**src/rtl/memoria_ctrl.sv**
```systemverilog
// memoria_ctrl: round-robin arbiter driving the register file write port.
// The optional clear sweep is compiled in with MEMORIA_CTRL_CLEAR_EN.
module memoria_ctrl #(
    parameter int N = 16
) (
    input  logic         clk,
    input  logic         rst,
    input  logic         a_req,
    input  logic [3:0]   a_sel,
    input  logic [N-1:0] a_data,
    output logic         a_gnt,
    input  logic         b_req,
    input  logic [3:0]   b_sel,
    input  logic [N-1:0] b_data,
    output logic         b_gnt,
    input  logic         clr_req,
    output logic         clr_busy,
    output logic         w,
    output logic [3:0]   select_register,
    output logic [N-1:0] s,
    output logic [7:0]   conflict_cnt
);

    logic       idle;
    logic       sweep;
    logic       clr_go;
    logic [3:0] idx;
    logic       prio_b;

`ifdef MEMORIA_CTRL_CLEAR_EN
    typedef enum logic {IDLE, SWEEP} state_t;

    state_t     state_q;
    state_t     state_d;
    logic [3:0] idx_q;

    always_ff @(posedge clk or negedge rst) begin
        if (!rst) begin
            state_q <= IDLE;
        end else begin
            state_q <= state_d;
        end
    end

    always_comb begin
        state_d = state_q;
        unique case (state_q)
            IDLE:  if (clr_req) state_d = SWEEP;
            SWEEP: if (idx_q == 4'hf) state_d = IDLE;
        endcase
    end

    always_ff @(posedge clk or negedge rst) begin
        if (!rst) begin
            idx_q <= 4'h0;
        end else if (state_q == SWEEP) begin
            idx_q <= idx_q + 4'd1;
        end
    end

    assign idle   = (state_q == IDLE);
    assign sweep  = (state_q == SWEEP);
    assign clr_go = idle && clr_req;
    assign idx    = idx_q;
`else
    logic clr_unused;

    assign clr_unused = clr_req;
    assign idle       = 1'b1;
    assign sweep      = 1'b0;
    assign clr_go     = 1'b0;
    assign idx        = 4'h0;
`endif

    // prio_b low means A wins a tie
    always_comb begin
        a_gnt = 1'b0;
        b_gnt = 1'b0;
        if (rst && idle && !clr_go) begin
            a_gnt = a_req && (!b_req || !prio_b);
            b_gnt = b_req && (!a_req || prio_b);
        end
    end

    always_ff @(posedge clk or negedge rst) begin
        if (!rst) begin
            w               <= 1'b0;
            select_register <= 4'h0;
            s               <= '0;
            clr_busy        <= 1'b0;
            prio_b          <= 1'b0;
        end else begin
            w        <= sweep || a_gnt || b_gnt;
            clr_busy <= sweep;
            unique case (1'b1)
                sweep: begin
                    select_register <= idx;
                    s               <= '0;
                end
                a_gnt: begin
                    select_register <= a_sel;
                    s               <= a_data;
                end
                b_gnt: begin
                    select_register <= b_sel;
                    s               <= b_data;
                end
                default: ;
            endcase
            if (a_gnt) begin
                prio_b <= 1'b1;
            end else if (b_gnt) begin
                prio_b <= 1'b0;
            end
        end
    end

    always_ff @(posedge clk or negedge rst) begin
        if (!rst) begin
            conflict_cnt <= 8'h00;
        end else if (idle && !clr_go && a_req && b_req
                     && conflict_cnt != 8'hff) begin
            conflict_cnt <= conflict_cnt + 8'd1;
        end
    end

endmodule

```
**config.mk**
```make
export PLATFORM = sky130hd
export DESIGN_NAME = memoria_ctrl
export DESIGN_NICKNAME = d
export VERILOG_FILES = /design/src/rtl/memoria_ctrl.sv
export SDC_FILE = /design/constraint.sdc
export NUM_CORES = 1
export LEC_CHECK = 0
export ABC_AREA = 1
export BUFFER_PORTS_ARGS = -buffer_cell sky130_fd_sc_hd__buf_2
export CAP_MARGIN = 5
export CORE_MARGIN = 3
export CORE_UTILIZATION = 30
export CTS_BUF_LIST = sky130_fd_sc_hd__clkbuf_8
export CTS_CLUSTER_SIZE = 25
export DETAILED_ROUTE_END_ITERATION = 10
export PLACE_DENSITY_LB_ADDON = 0.12
export REMOVE_ABC_BUFFERS = 1
export SYNTH_ARGS = -nofsm -noshare
export SYNTH_HDL_FRONTEND = slang
export SYNTH_SLANG_ARGS = --single-unit
```
**constraint.sdc**
```tcl
create_clock -name clk -period 2.48 [get_ports clk]
set_input_delay 0.248 -clock clk [delete_from_list [all_inputs] [get_ports clk]]
set_output_delay 0.248 -clock clk [all_outputs]
set_load 0.02 [all_outputs]
```
==> flow_metrics.tcl <==
set metrics [dict create \
    status "completed" \
    clock-sinks 30 \
    p_int_w 0.000950 \
    synth_top_area_share_pct 44.9 \
    finalMaxSlewViolations 0 \
    synthTopCellsByArea "dfrtp_1 45%, nand2_1 16%, nand3_1 7.8%" \
    wire_per_inst_um 11.1 \
    layout_common_cells "74 x buf_2, 72 x nand2_1, 31 x inv_1" \
    vias_per_cell 4.28 \
    synth_compound_area_share_pct 7.33 \
    drive_gt1_share_pct 30.0 \
    synth_warnings 0 \
    period_share_pct 79.6 \
    multi_input_area_um2 732 \
    top_level_ports 77 \
    gr-total-overflow 0 \
    synth_mux_area_share_pct 0 \
    leakage_nw 1.28 \
    cts_htree_levels 2 \
    num_vias 1615 \
    die_h_um 80.7 \
    cts_buffer_depth 2 \
    min_from "b_sel[3]" \
    swShare_pct 35.8 \
    cpMostUsedCell "buf_2" \
    power_frac_comb_pct 29.3 \
    syn_inst 232 \
    place_congestion 0.777 \
    antenna_found_initial 0 \
    setup_violations 0 \
    reg2regPathDepth 8 \
    crit_arrival_ns 1.73 \
    crit_fanout 41 \
    ant_nets 0 \
    finClkSkew_ns 0.00378 \
    route.detailed.drc 0 \
    cp-start-kind "input pin" \
    fin_setup_tns_ns 0 \
    fin_crit_ns 1.97 \
    grt_pass1_wl_mm 6.71 \
    worstHoldPathCells 3 \
    r2r_slack_ns 1.19 \
    drv_cap 0 \
    dr.pass1.iters 4 \
    synth_area_um2 1670 \
    nets 352 \
    finish.utilization_pct 41.8 \
    layout_commonest_cell "buf_2" \
    r2r-end "conflict_cnt[4]$_DFFE_PN0P_" \
    clk_pin_slew_ns 0.06 \
    clockRootBuffer "clkbuf_8" \
    initial_core_util_pct 31.9 \
    max_stage_delay_ns 0.54 \
    grt_pass1_vias 1489 \
    ys_types 24 \
    hold_viol 0 \
    die_x_um 80.7 \
    wl_met1_mm 1.86 \
    core_um2 5240 \
    cts_post_setup_buffers_inserted 0 \
    p_per_area_nw_per_um2 677 \
    synth_top_family_by_area "simple AND/OR/NAND/NOR gates" \
    yosys.area_share.adder_pct 0.748 \
    syn_area_per_cell_um2 7.21 \
    wl_met2_mm 1.92 \
    seq_power_share_pct 43.3 \
    synth-seq-area-share_pct 44.9 \
    cts_buffers 5 \
    syn_to_final_growth_pct 30.7 \
    drt-total-wl_mm 4.19 \
    crit_path_top_delay_cell "dlygate4sd3_1" \
    synth_largest_area_cell "dfrtp_1" \
    max_freq_ghz 0.507 \
    cts-resized-gates 0 \
    fin_ws_ns 0.506 \
    dieArea_um2 6510 \
    dp_hpwl_mm 2.94 \
    fillers 592 \
    portBuffers 74 \
    synth-xor-area-share_pct 1.05 \
    preCtsSetupSlack_ns 0.993 \
    r2r-start "conflict_cnt[0]$_DFFE_PN0P_" \
    synthSimpleGateAreaFrac_pct 34.4 \
    regArea_um2 751 \
    clk_latency_ns 0.28 \
    tightestPinTransition_ns 0.768 \
    power.switching_w 0.000530 \
    dr.max_layer_used "met4" \
    ys_ff_latch 30 \
    hold_buffers 1 \
    grt_max_degree 42 \
    cts_tree "done" \
    cp-end-kind "output port" \
    rsz0062_at_grt "no" \
    worstSetupPathType "in2out" \
    cp.required_ns 2.23 \
    routed-wl-met3_um 358 \
    grt_usage_pct 13.6 \
    power_frac_clock_pct 27.4 \
    whs_endpoint "select_register[3]$_DFFE_PN0P_" \
    relSlewSlack_pct 48.7 \
    path_cells "dlygate4sd3_1, buf_2, nand2_1, inv_2, nand2_4, inv_1, buf_2" \
    holdCritPathClass "in2reg" \
    vdd_drop_max_uv 340 \
    rows 26 \
    antennaDiodeCount 0 \
    dr.first_iter.drc_count 72 \
]
-- how the worst max path moves through the flow --
stage                     depth (start not counted)  from  slack [ns]          endpoint
after floorplan                                   4   rst        1.10             b_gnt
after global placement                            5   rst         1.0  s[2]$_DFFE_PN0P_
after detailed placement                          5   rst        0.99  s[9]$_DFFE_PN0P_
after CTS                                         7   rst        0.46             b_gnt
after global routing                              7   rst        0.38             b_gnt
final                                             7   rst        0.51             b_gnt
-- synth_stat cells (all sizes together) --
library cell and number:
nor2 28, conb 1, inv 32, buf 7, nand2 76, o21ai 22
clkbuf 4, o21bai 1, nand3 26, xnor2 1, xor2 1, a21oi 1
nand4 1, dfrtp 30, ha 1
-- state kept, by name, indices dropped and copies added (netlist names) --
signal / cells
conflict_cnt: 8
s: 16
prio_b: 1
w: 1
select_register: 4
-- layer usage --
layer,track usage [%],vias to the layer above
met5,0,-
met4,6.08,0
met3,4.71,5
met2,21.3,51
met1,16.7,701
li1,-,858
-- final cells by class --
cell class | count | share of cell area, %
inverter | 32 | 5.61
tap | 70 | 4.00
timing repair buffer | 78 | 18.4
sequential | 30 | 34.3
clock buffer | 6 | 3.78
multi-input combinational | 159 | 33.5
clock inverter | 2 | 0.400
-- critical path, delay by kind of cell --
family | cells | cell delay, ns
buffers and inverters | 5 | 1.06
and+or+nand+nor | 2 | 0.43
-- metrics by stage --
step | hold slack [ns] | cells | area, um2 | power (W)
after floorplan | -0.0476 | 221 | 1610 | 0.000911
after global placement | 0.0773 | 368 | 2090 | 0.00109
after detailed placement | 0.0725 | 368 | 2090 | 0.00109
after CTS | 0.207 | 377 | 2190 | 0.00151
after global routing | 0.221 | 377 | 2190 | 0.00158
final | 0.217 | 377 | 2190 | 0.00148
-- power groups by stage --
stage | sequential [W] | clock (W) | combinational, W
after floorplan | 0.000738 | 0 | 0.000173
after global placement | 0.000648 | 0 | 0.000438
after detailed placement | 0.000648 | 0 | 0.000442
after CTS | 0.000641 | 0.000423 | 0.000443
after global routing | 0.000655 | 0.000441 | 0.000488
final | 0.000640 | 0.000406 | 0.000434
-- kinds of logic after synthesis --
family / after synthesis
AO/OA/AOI/OAI: 24
XOR/XNOR: 2
adder cells (fa/ha/maj): 1
buffers and inverters: 43
flip-flops: 30
other: 1
AND/OR/NAND/NOR: 131
Note: power is estimated with default switching activity, not from simulation.
